`src/rtl/mc_ctrl_pkg.sv`:
```
// Shared encodings for the multi-cycle MIPS controller, ALUControl and datapath muxes.
// Latency: n/a (types and constants only).
// Backpressure: n/a.
package mc_ctrl_pkg;

    // FSM state encoding; values are visible on debug taps, so keep them fixed.
    typedef enum logic [2:0] {
        ST_IF  = 3'd0,
        ST_ID  = 3'd1,
        ST_EX  = 3'd2,
        ST_MEM = 3'd3,
        ST_WB  = 3'd4
    } state_e;

    // ALUOp codes consumed by ALUControl.
    typedef enum logic [3:0] {
        ALU_ADD   = 4'd0,
        ALU_SUB   = 4'd1,
        ALU_FUNCT = 4'd2,
        ALU_AND   = 4'd3,
        ALU_LU    = 4'd4,
        ALU_SLT   = 4'd5,
        ALU_ADDU  = 4'd6,
        ALU_SLTU  = 4'd7
    } aluop_e;

    // Opcodes (IR[31:26]).
    localparam logic [5:0] OP_RTYPE = 6'h00;
    localparam logic [5:0] OP_J     = 6'h02;
    localparam logic [5:0] OP_JAL   = 6'h03;
    localparam logic [5:0] OP_BEQ   = 6'h04;
    localparam logic [5:0] OP_ADDI  = 6'h08;
    localparam logic [5:0] OP_ADDIU = 6'h09;
    localparam logic [5:0] OP_SLTI  = 6'h0a;
    localparam logic [5:0] OP_SLTIU = 6'h0b;
    localparam logic [5:0] OP_ANDI  = 6'h0c;
    localparam logic [5:0] OP_LUI   = 6'h0f;
    localparam logic [5:0] OP_LW    = 6'h23;
    localparam logic [5:0] OP_SW    = 6'h2b;

    // Funct codes (IR[5:0]) that change sequencing or operand routing.
    localparam logic [5:0] FN_SLL  = 6'h00;
    localparam logic [5:0] FN_SRL  = 6'h02;
    localparam logic [5:0] FN_SRA  = 6'h03;
    localparam logic [5:0] FN_JR   = 6'h08;
    localparam logic [5:0] FN_JALR = 6'h09;

    // Datapath mux encodings.
    localparam logic [1:0] REGDST_RT       = 2'd0;
    localparam logic [1:0] REGDST_RD       = 2'd1;
    localparam logic [1:0] REGDST_RA       = 2'd2;
    localparam logic [1:0] MEMTOREG_ALUOUT = 2'd0;
    localparam logic [1:0] MEMTOREG_MDR    = 2'd1;
    localparam logic [1:0] MEMTOREG_PC     = 2'd2;
    localparam logic [1:0] SRCA_PC         = 2'd0;
    localparam logic [1:0] SRCA_RS         = 2'd1;
    localparam logic [1:0] SRCA_SHAMT      = 2'd2;
    localparam logic [1:0] SRCB_RT         = 2'd0;
    localparam logic [1:0] SRCB_FOUR       = 2'd1;
    localparam logic [1:0] SRCB_IMM        = 2'd2;
    localparam logic [1:0] SRCB_IMM_SH2    = 2'd3;
    localparam logic [1:0] PCSRC_ALU       = 2'd0;
    localparam logic [1:0] PCSRC_ALUOUT    = 2'd1;
    localparam logic [1:0] PCSRC_JUMP      = 2'd2;
    localparam logic [1:0] PCSRC_RS        = 2'd3;

    // Instruction classes produced by ctrl_decode; the FSM only sees these.
    typedef enum logic [3:0] {
        CLS_RTYPE,
        CLS_SHIFT,
        CLS_JR,
        CLS_JALR,
        CLS_IARITH,
        CLS_LOAD,
        CLS_STORE,
        CLS_BEQ,
        CLS_J,
        CLS_JAL,
        CLS_ILLEGAL
    } iclass_e;

    // Decoded instruction: class plus the per-opcode EX controls of I-arith ops.
    typedef struct packed {
        iclass_e cls;
        aluop_e  imm_aluop;
        logic    imm_sext;
        logic    imm_lui;
    } dec_t;

    // Classes that finish in ID (2-cycle instructions).
    function automatic logic ends_in_id(input iclass_e c);
        return (c == CLS_J) || (c == CLS_JAL) || (c == CLS_JR) ||
               (c == CLS_JALR) || (c == CLS_ILLEGAL);
    endfunction

endpackage

```
`src/rtl/multi_cycle_controller_if.sv`:
```
// Control bundle between the multi-cycle controller and the shared datapath.
// Latency: n/a (wires only).
// Backpressure: none; master drives controls every cycle, slave drives IR fields and Zero.
// Ports: OpCode/Funct/Zero from datapath; mux selects, write enables, ALUOp,
//        InstDone and RetireCnt from the controller.
interface multi_cycle_controller_if;
    logic [5:0]  OpCode;
    logic [5:0]  Funct;
    logic        Zero;
    logic        PCWrite;
    logic        PCWriteCond;
    logic        IorD;
    logic        MemRead;
    logic        MemWrite;
    logic        IRWrite;
    logic        RegWrite;
    logic [1:0]  RegDst;
    logic [1:0]  MemtoReg;
    logic        ExtOp;
    logic        LuiOp;
    logic [1:0]  ALUSrcA;
    logic [1:0]  ALUSrcB;
    logic [3:0]  ALUOp;
    logic [1:0]  PCSource;
    logic        InstDone;
    logic [31:0] RetireCnt;

    modport master (
        input  OpCode, Funct, Zero,
        output PCWrite, PCWriteCond, IorD, MemRead, MemWrite, IRWrite, RegWrite,
               RegDst, MemtoReg, ExtOp, LuiOp, ALUSrcA, ALUSrcB, ALUOp, PCSource,
               InstDone, RetireCnt
    );

    modport slave (
        output OpCode, Funct, Zero,
        input  PCWrite, PCWriteCond, IorD, MemRead, MemWrite, IRWrite, RegWrite,
               RegDst, MemtoReg, ExtOp, LuiOp, ALUSrcA, ALUSrcB, ALUOp, PCSource,
               InstDone, RetireCnt
    );
endinterface

```
`src/rtl/multi_cycle_controller_decode.sv`:
```
// Classifies IR OpCode/Funct into an instruction class plus I-arith EX controls.
// Latency: combinational.
// Backpressure: none.
// Ports: op_code, funct in; dec (class, imm ALUOp, sign-extend, lui) out.
module ctrl_decode
    import mc_ctrl_pkg::*;
(
    input  logic [5:0] op_code,
    input  logic [5:0] funct,
    output dec_t       dec
);

    always_comb begin
        dec.cls       = CLS_ILLEGAL;
        dec.imm_aluop = ALU_ADD;
        dec.imm_sext  = 1'b1;
        dec.imm_lui   = 1'b0;
        case (op_code)
            OP_RTYPE: begin
                case (funct)
                    FN_SLL, FN_SRL, FN_SRA: dec.cls = CLS_SHIFT;
                    FN_JR:                  dec.cls = CLS_JR;
                    FN_JALR:                dec.cls = CLS_JALR;
                    default:                dec.cls = CLS_RTYPE;
                endcase
            end
            OP_J:     dec.cls = CLS_J;
            OP_JAL:   dec.cls = CLS_JAL;
            OP_BEQ:   dec.cls = CLS_BEQ;
            OP_LW:    dec.cls = CLS_LOAD;
            OP_SW:    dec.cls = CLS_STORE;
            OP_ADDI: begin
                dec.cls       = CLS_IARITH;
                dec.imm_aluop = ALU_ADD;
            end
            OP_ADDIU: begin
                dec.cls       = CLS_IARITH;
                dec.imm_aluop = ALU_ADDU;
            end
            OP_SLTI: begin
                dec.cls       = CLS_IARITH;
                dec.imm_aluop = ALU_SLT;
            end
            OP_SLTIU: begin
                dec.cls       = CLS_IARITH;
                dec.imm_aluop = ALU_SLTU;
            end
            OP_ANDI: begin
                // Logical immediates are zero-extended.
                dec.cls       = CLS_IARITH;
                dec.imm_aluop = ALU_AND;
                dec.imm_sext  = 1'b0;
            end
            OP_LUI: begin
                // Immediate goes through the <<16 path; extension is irrelevant.
                dec.cls       = CLS_IARITH;
                dec.imm_aluop = ALU_LU;
                dec.imm_sext  = 1'b0;
                dec.imm_lui   = 1'b1;
            end
            default: ;
        endcase
    end

endmodule

```
`src/rtl/multi_cycle_controller.sv`:
```
// Main IF/ID/EX/MEM/WB control FSM of the multi-cycle MIPS CPU, with retire counter.
// Latency: controls combinational from state/IR; 2-5 cycles per instruction; RetireCnt +1 on the closing edge.
// Backpressure: none; advances one state per clock, reset aborts the current instruction.
// Ports: clk, reset (async, active-high); bus = controller side of multi_cycle_controller_if.
module multi_cycle_controller
    import mc_ctrl_pkg::*;
(
    input  logic                       clk,
    input  logic                       reset,
    multi_cycle_controller_if.master   bus
);

    state_e      state_q, state_d;
    logic [31:0] retire_cnt_q, retire_cnt_d;
    dec_t        dec;

    logic        pc_write, pc_write_cond, i_or_d, mem_read, mem_write, ir_write, reg_write;
    logic [1:0]  reg_dst, mem_to_reg, alu_src_a, alu_src_b, pc_source;
    logic        ext_op, lui_op, inst_done;
    aluop_e      alu_op;

    // Zero is consumed by the datapath's PCWriteCond gate, not by the FSM.
    logic        zero_unused;
    assign zero_unused = bus.Zero;

    ctrl_decode u_decode (
        .op_code (bus.OpCode),
        .funct   (bus.Funct),
        .dec     (dec)
    );

    always_ff @(posedge clk or posedge reset) begin
        if (reset) begin
            state_q      <= ST_IF;
            retire_cnt_q <= '0;
        end else begin
            state_q      <= state_d;
            retire_cnt_q <= retire_cnt_d;
        end
    end

    // Wraps naturally at 2^32.
    assign retire_cnt_d = inst_done ? retire_cnt_q + 32'd1 : retire_cnt_q;

    always_comb begin
        state_d       = state_q;
        pc_write      = 1'b0;
        pc_write_cond = 1'b0;
        i_or_d        = 1'b0;
        mem_read      = 1'b0;
        mem_write     = 1'b0;
        ir_write      = 1'b0;
        reg_write     = 1'b0;
        reg_dst       = REGDST_RT;
        mem_to_reg    = MEMTOREG_ALUOUT;
        ext_op        = 1'b0;
        lui_op        = 1'b0;
        alu_src_a     = SRCA_PC;
        alu_src_b     = SRCB_RT;
        alu_op        = ALU_ADD;
        pc_source     = PCSRC_ALU;
        inst_done     = 1'b0;

        case (state_q)
            ST_IF: begin
                // Fetch and PC+4 in the same cycle.
                mem_read  = 1'b1;
                ir_write  = 1'b1;
                alu_src_b = SRCB_FOUR;
                pc_write  = 1'b1;
                state_d   = ST_ID;
            end
            ST_ID: begin
                // Branch target precomputed into ALUOut for every instruction.
                alu_src_b = SRCB_IMM_SH2;
                ext_op    = 1'b1;
                state_d   = ST_EX;
                case (dec.cls)
                    CLS_J: begin
                        pc_write  = 1'b1;
                        pc_source = PCSRC_JUMP;
                    end
                    CLS_JAL: begin
                        pc_write   = 1'b1;
                        pc_source  = PCSRC_JUMP;
                        reg_write  = 1'b1;
                        reg_dst    = REGDST_RA;
                        mem_to_reg = MEMTOREG_PC;
                    end
                    CLS_JR: begin
                        pc_write  = 1'b1;
                        pc_source = PCSRC_RS;
                    end
                    CLS_JALR: begin
                        pc_write   = 1'b1;
                        pc_source  = PCSRC_RS;
                        reg_write  = 1'b1;
                        reg_dst    = REGDST_RD;
                        mem_to_reg = MEMTOREG_PC;
                    end
                    default: ;
                endcase
                // Jumps and unsupported opcodes (retired as NOPs) end here.
                if (ends_in_id(dec.cls)) begin
                    inst_done = 1'b1;
                    state_d   = ST_IF;
                end
            end
            ST_EX: begin
                case (dec.cls)
                    CLS_RTYPE, CLS_SHIFT: begin
                        alu_src_a = (dec.cls == CLS_SHIFT) ? SRCA_SHAMT : SRCA_RS;
                        alu_src_b = SRCB_RT;
                        alu_op    = ALU_FUNCT;
                        state_d   = ST_WB;
                    end
                    CLS_IARITH: begin
                        alu_src_a = SRCA_RS;
                        alu_src_b = SRCB_IMM;
                        alu_op    = dec.imm_aluop;
                        ext_op    = dec.imm_sext;
                        lui_op    = dec.imm_lui;
                        state_d   = ST_WB;
                    end
                    CLS_LOAD, CLS_STORE: begin
                        alu_src_a = SRCA_RS;
                        alu_src_b = SRCB_IMM;
                        ext_op    = 1'b1;
                        alu_op    = ALU_ADD;
                        state_d   = ST_MEM;
                    end
                    CLS_BEQ: begin
                        alu_src_a     = SRCA_RS;
                        alu_src_b     = SRCB_RT;
                        alu_op        = ALU_SUB;
                        pc_write_cond = 1'b1;
                        pc_source     = PCSRC_ALUOUT;
                        inst_done     = 1'b1;
                        state_d       = ST_IF;
                    end
                    default: begin
                        // Only reachable if IR changed under us; retire and refetch.
                        inst_done = 1'b1;
                        state_d   = ST_IF;
                    end
                endcase
            end
            ST_MEM: begin
                i_or_d = 1'b1;
                if (dec.cls == CLS_LOAD) begin
                    mem_read = 1'b1;
                    state_d  = ST_WB;
                end else begin
                    mem_write = (dec.cls == CLS_STORE);
                    inst_done = 1'b1;
                    state_d   = ST_IF;
                end
            end
            ST_WB: begin
                reg_write = 1'b1;
                inst_done = 1'b1;
                state_d   = ST_IF;
                if (dec.cls == CLS_RTYPE || dec.cls == CLS_SHIFT) begin
                    reg_dst = REGDST_RD;
                end
                if (dec.cls == CLS_LOAD) begin
                    mem_to_reg = MEMTOREG_MDR;
                end
            end
            default: state_d = ST_IF;
        endcase
    end

    // While reset is high the FSM sits in IF, so every output is forced to
    // zero here to keep fetch side effects off the bus.
    assign bus.PCWrite     = pc_write      & ~reset;
    assign bus.PCWriteCond = pc_write_cond & ~reset;
    assign bus.IorD        = i_or_d        & ~reset;
    assign bus.MemRead     = mem_read      & ~reset;
    assign bus.MemWrite    = mem_write     & ~reset;
    assign bus.IRWrite     = ir_write      & ~reset;
    assign bus.RegWrite    = reg_write     & ~reset;
    assign bus.RegDst      = reset ? 2'd0 : reg_dst;
    assign bus.MemtoReg    = reset ? 2'd0 : mem_to_reg;
    assign bus.ExtOp       = ext_op        & ~reset;
    assign bus.LuiOp       = lui_op        & ~reset;
    assign bus.ALUSrcA     = reset ? 2'd0 : alu_src_a;
    assign bus.ALUSrcB     = reset ? 2'd0 : alu_src_b;
    assign bus.ALUOp       = reset ? 4'd0 : alu_op;
    assign bus.PCSource    = reset ? 2'd0 : pc_source;
    assign bus.InstDone    = inst_done     & ~reset;
    assign bus.RetireCnt   = retire_cnt_q;

endmodule

```
`src/flat_wrapper.sv`:
```
// flat-port wrapper written by rule: the top's interface ports become plain ports
module multi_cycle_controller_flat import mc_ctrl_pkg::*;
  (clk, reset, bus_OpCode, bus_Funct, bus_Zero, bus_PCWrite, bus_PCWriteCond, bus_IorD, bus_MemRead, bus_MemWrite, bus_IRWrite, bus_RegWrite, bus_RegDst, bus_MemtoReg, bus_ExtOp, bus_LuiOp, bus_ALUSrcA, bus_ALUSrcB, bus_ALUOp, bus_PCSource, bus_InstDone, bus_RetireCnt);
  multi_cycle_controller_if bus_i ();
  input  logic clk;
  input  logic reset;
  input wire logic [$bits(bus_i.OpCode)-1:0] bus_OpCode;
  input wire logic [$bits(bus_i.Funct)-1:0] bus_Funct;
  input wire logic [$bits(bus_i.Zero)-1:0] bus_Zero;
  output wire logic [$bits(bus_i.PCWrite)-1:0] bus_PCWrite;
  output wire logic [$bits(bus_i.PCWriteCond)-1:0] bus_PCWriteCond;
  output wire logic [$bits(bus_i.IorD)-1:0] bus_IorD;
  output wire logic [$bits(bus_i.MemRead)-1:0] bus_MemRead;
  output wire logic [$bits(bus_i.MemWrite)-1:0] bus_MemWrite;
  output wire logic [$bits(bus_i.IRWrite)-1:0] bus_IRWrite;
  output wire logic [$bits(bus_i.RegWrite)-1:0] bus_RegWrite;
  output wire logic [$bits(bus_i.RegDst)-1:0] bus_RegDst;
  output wire logic [$bits(bus_i.MemtoReg)-1:0] bus_MemtoReg;
  output wire logic [$bits(bus_i.ExtOp)-1:0] bus_ExtOp;
  output wire logic [$bits(bus_i.LuiOp)-1:0] bus_LuiOp;
  output wire logic [$bits(bus_i.ALUSrcA)-1:0] bus_ALUSrcA;
  output wire logic [$bits(bus_i.ALUSrcB)-1:0] bus_ALUSrcB;
  output wire logic [$bits(bus_i.ALUOp)-1:0] bus_ALUOp;
  output wire logic [$bits(bus_i.PCSource)-1:0] bus_PCSource;
  output wire logic [$bits(bus_i.InstDone)-1:0] bus_InstDone;
  output wire logic [$bits(bus_i.RetireCnt)-1:0] bus_RetireCnt;
  assign bus_i.OpCode = bus_OpCode;
  assign bus_i.Funct = bus_Funct;
  assign bus_i.Zero = bus_Zero;
  assign bus_PCWrite = bus_i.PCWrite;
  assign bus_PCWriteCond = bus_i.PCWriteCond;
  assign bus_IorD = bus_i.IorD;
  assign bus_MemRead = bus_i.MemRead;
  assign bus_MemWrite = bus_i.MemWrite;
  assign bus_IRWrite = bus_i.IRWrite;
  assign bus_RegWrite = bus_i.RegWrite;
  assign bus_RegDst = bus_i.RegDst;
  assign bus_MemtoReg = bus_i.MemtoReg;
  assign bus_ExtOp = bus_i.ExtOp;
  assign bus_LuiOp = bus_i.LuiOp;
  assign bus_ALUSrcA = bus_i.ALUSrcA;
  assign bus_ALUSrcB = bus_i.ALUSrcB;
  assign bus_ALUOp = bus_i.ALUOp;
  assign bus_PCSource = bus_i.PCSource;
  assign bus_InstDone = bus_i.InstDone;
  assign bus_RetireCnt = bus_i.RetireCnt;
  multi_cycle_controller u_core (.clk(clk), .reset(reset), .bus(bus_i));
endmodule
```
`config.mk`:
```
export PLATFORM = sky130hd
export DESIGN_NAME = multi_cycle_controller_flat
export DESIGN_NICKNAME = d
export VERILOG_FILES = /design/src/rtl/mc_ctrl_pkg.sv /design/src/rtl/multi_cycle_controller_if.sv /design/src/rtl/multi_cycle_controller_decode.sv /design/src/rtl/multi_cycle_controller.sv /design/src/flat_wrapper.sv
export SDC_FILE = /design/constraint.sdc
export NUM_CORES = 1
export LEC_CHECK = 0
export BUFFER_PORTS_ARGS = -buffer_cell sky130_fd_sc_hd__buf_2
export CAP_MARGIN = 10
export CORE_ASPECT_RATIO = 1.1
export CORE_MARGIN = 3
export CORE_UTILIZATION = 54
export CTS_BUF_LIST = sky130_fd_sc_hd__clkbuf_8
export DETAILED_ROUTE_END_ITERATION = 8
export GPL_TIMING_DRIVEN = 0
export PLACE_DENSITY = 0.83
export SLEW_MARGIN = 20
export SYNTH_ARGS = -nofsm -noshare
export SYNTH_HDL_FRONTEND = slang
export SYNTH_SLANG_ARGS = --single-unit
```
`constraint.sdc`:
```
create_clock -name clk -period 3.81 [get_ports clk]
set_input_delay 0.5715 -clock clk [delete_from_list [all_inputs] [get_ports clk]]
set_output_delay 0.5715 -clock clk [all_outputs]
set_load 0.02 [all_outputs]
```
==> flow_metrics.py <==
metrics = {
    "cells_and_area": {
        "layout.nets": 353,
        "fin_util": 0.7080,
        "diodes": 0,
        "layout-drive-gt1-share": 0.3136,
        "layout_common_cells": "buf_2 (68), dfrtp_1 (35), xor2_1 (25)",
        "synthToLayoutAreaGrowth_pct": 20.69,
        "layout_commonest_cell": "buf_2",
    },
    "synthesis": {
        "syn_area_um2": 2431,
        "ys_seq_area_frac": 0.3603,
        "netlist.area_leader.share": 0.3603,
        "synth_edf_count": 0,
        "synth-warning-count": 0,
        "synth_fp_nets": 281,
        "ys.flop_type": "dfrtp_1",
        "yosysTopAreaCell": "dfrtp_1",
        "avgSynthCellArea_um2": 9.174,
        "ys_seq_elements": 35,
        "synth.distinct_cells": 53,
        "synthTopCellsByArea": "dfrtp_1 (36%), xor2_1 (9.0%), nand2_1 (3.7%)",
        "postSynthCellCount": 265,
        "async_flop_share": 1.000,
    },
    "setup_path": {
        "arrival_ps": 2670,
        "cpMaxStageDelayCell": "a311o_1",
        "path_cells": "clkbuf_1 > clkbuf_1 > nor2b_1 > nand2_1 > a311o_1 > or3_1 > a21oi_1 > buf_2",
        "regToRegEndpoint": "u_core.bus.RetireCnt[31]",
        "crit_required_ps": 3240,
        "path_common_cell": "clkbuf_1",
        "r2r_cells": 6,
        "crit_fanout": 10,
        "r2r_slack_ps": 1470,
        "crit_path_end_kind": "primary output",
        "r2r-start": "u_core.bus.RetireCnt[10]",
        "setup.worst_path.start_class": "input port",
        "cpPeakStageDelay_ps": 420,
        "worstSetupPathType": "input port to primary output",
    },
    "sta": {
        "rsz0062_at_grt": "no",
        "tns_ps": 0,
        "finalCritPeriodShare": 0.8509,
        "hold_viol": 0,
        "whs_ps": 435.4,
        "skew_ps": 14.02,
        "timing.final.setup_violations": 0,
        "worst_slew_pin_slew_ps": 732.7,
        "slew_headroom": 0.5108,
        "slew_violations": 0,
        "min_period_ps": 3242,
        "fmax_mhz": 308.4,
    },
    "clocking": {
        "path_clk_slew_ps": 80,
        "postCtsHoldBufs": 0,
        "postCtsSetupBuffers": 0,
        "htreeDepth": 2,
        "insertion_delay_ps": 290,
        "cts_sinks": 35,
        "clockBufferDepth": 2,
        "cts_resized": 0,
        "cts_buffers": 5,
        "root_buffer": "clkbuf_8",
        "cts_tree": "built",
    },
    "run": {
        "cap_violations": 0,
    },
    "drt": {
        "wl_per_cell_um": 15.48,
        "maxUsedRoutingLayer": "met4",
        "wl_met2_mm": 3.065,
        "num_vias": 2277,
        "drc": 0,
        "drtAntennaViolNets": 0,
        "drtPass1Iterations": 5,
        "viasPerCell": 5.838,
        "routed_wl_mm": 6.036,
        "route.met3.wl_um": 416,
        "drt-met1-wl_mm": 2.471,
        "drt_iter0_drc": 142,
    },
    "global_routing": {
        "overflow": 0,
        "grt_pass1_vias": 2177,
        "grt_use_total": 0.2327,
        "grt_max_degree": 37,
        "grt_pass1_wl_mm": 10.30,
        "antenna_found_initial": 0,
    },
    "place": {
        "port_buffers": 65,
        "dpl.hpwl_mm": 4.509,
        "gp_congestion": 0.9048,
    },
    "die": {
        "die_h_um": 76.37,
        "dieArea_um2": 5344,
        "rows": 24,
        "ios": 71,
        "die_w_um": 69.98,
        "start_util": 0.5867,
        "core-area_um2": 4144,
    },
    "power": {
        "power.leakage_nw": 1.509,
        "power.total_w": 0.001290,
        "powerDensity_nw_per_um2": 439.7,
        "ir_worst_vdd_v": 0.0001839,
    },
    "status": {
        "status": "finished, final reports clean",
    },
    "hold_path": {
        "hp-class": "input port to asynchronous set/reset pin",
    },
}
-- worst max path at each step --
stage	slack (ps)	end	start	depth (start not counted)
finish	570	bus_RegDst[0]	bus_OpCode[0]	8
global route	440	bus_RegDst[0]	bus_OpCode[0]	8
CTS	640	bus_RegWrite	bus_OpCode[0]	8
detailed placement	650	bus_RegWrite	bus_OpCode[0]	8
global placement	340	bus_RegWrite	reset	8
floorplan	530	bus_RegWrite	reset	6
-- area by class of cell --
class	count	area (µm²)
Buffer	16	90.09
Timing Repair Buffer	65	325.3
Tap cell	52	65.06
Multi-Input combinational cell	206	1435
Inverter	8	30.03
Sequential cell	35	875.8
Clock inverter	3	43.79
Fill cell	323	1210
Clock buffer	5	68.82
-- per-stage QoR --
| stage | cells | cell area [µm²] | setup WS [ps] |
|---|---|---|---|
| global route | 390 | 2934 | 442.5 |
| detailed placement | 382 | 2821 | 652.6 |
| finish | 390 | 2934 | 568.0 |
| CTS | 390 | 2934 | 638.6 |
| floorplan | 265 | 2431 | 530.1 |
| global placement | 382 | 2821 | 344.2 |
-- registers in the layout (all words and copies together), names as in the netlist --
register,count
u_core.bus.RetireCnt,32
u_core.state_q,3
-- cells in the mapped netlist, drive strengths merged, types with 2 or more instances --
library cell,n
a21oi,14
or2,4
and4b,3
xor2,25
buf,8
nor3b,2
inv,8
or3b,2
nand3,10
nor4,5
nand2,24
o21a,2
nand4b,4
nor4b,3
o21ai,6
a211oi,3
dfrtp,35
clkbuf,8
nor3,18
nor2b,2
nand2b,8
nor2,24
mux2i,2
or3,7
nand4,14
xnor2,8
-- report_power, final --
part / internal [W] / switching [W] / leakage [nW] / total (W)
clock network: 0.000195 / 0.000141 / 0.0581 / 0.000336
logic: 0.000165 / 0.000322 / 0.979 / 0.000488
registers: 0.000413 / 0.0000534 / 0.471 / 0.000466
-- logic make-up (layout without fill, tap and decap cells) --
| family | count (synthesis) | in the layout | synth area share |
|---|---|---|---|
| other | 1 | 1 | 0.001543 |
| buffers and inverters | 24 | 97 | 0.04941 |
| XOR/XNOR | 33 | 33 | 0.1189 |
| AO/OA/AOI/OAI | 35 | 35 | 0.09368 |
| AND/OR/NAND/NOR | 134 | 134 | 0.3628 |
| adder cells (fa/ha/maj) | 1 | 1 | 0.005146 |
| multiplexers | 2 | 2 | 0.008235 |
| flip-flops | 35 | 35 | 0.3603 |
-- critical path: cells and delay by family --
kind	cells	cell delay [ps]
and+or+nand+nor	3	750
buffers and inverters	3	780
AOI/OAI and AO/OA	2	560
-- per-layer routing --
metal	track usage	up-vias
met5	0	-
met4	0.08621	0
met3	0.04881	9
met2	0.3913	98
met1	0.2922	1085
li1	-	1085
Power figures use the tool's default switching activity.
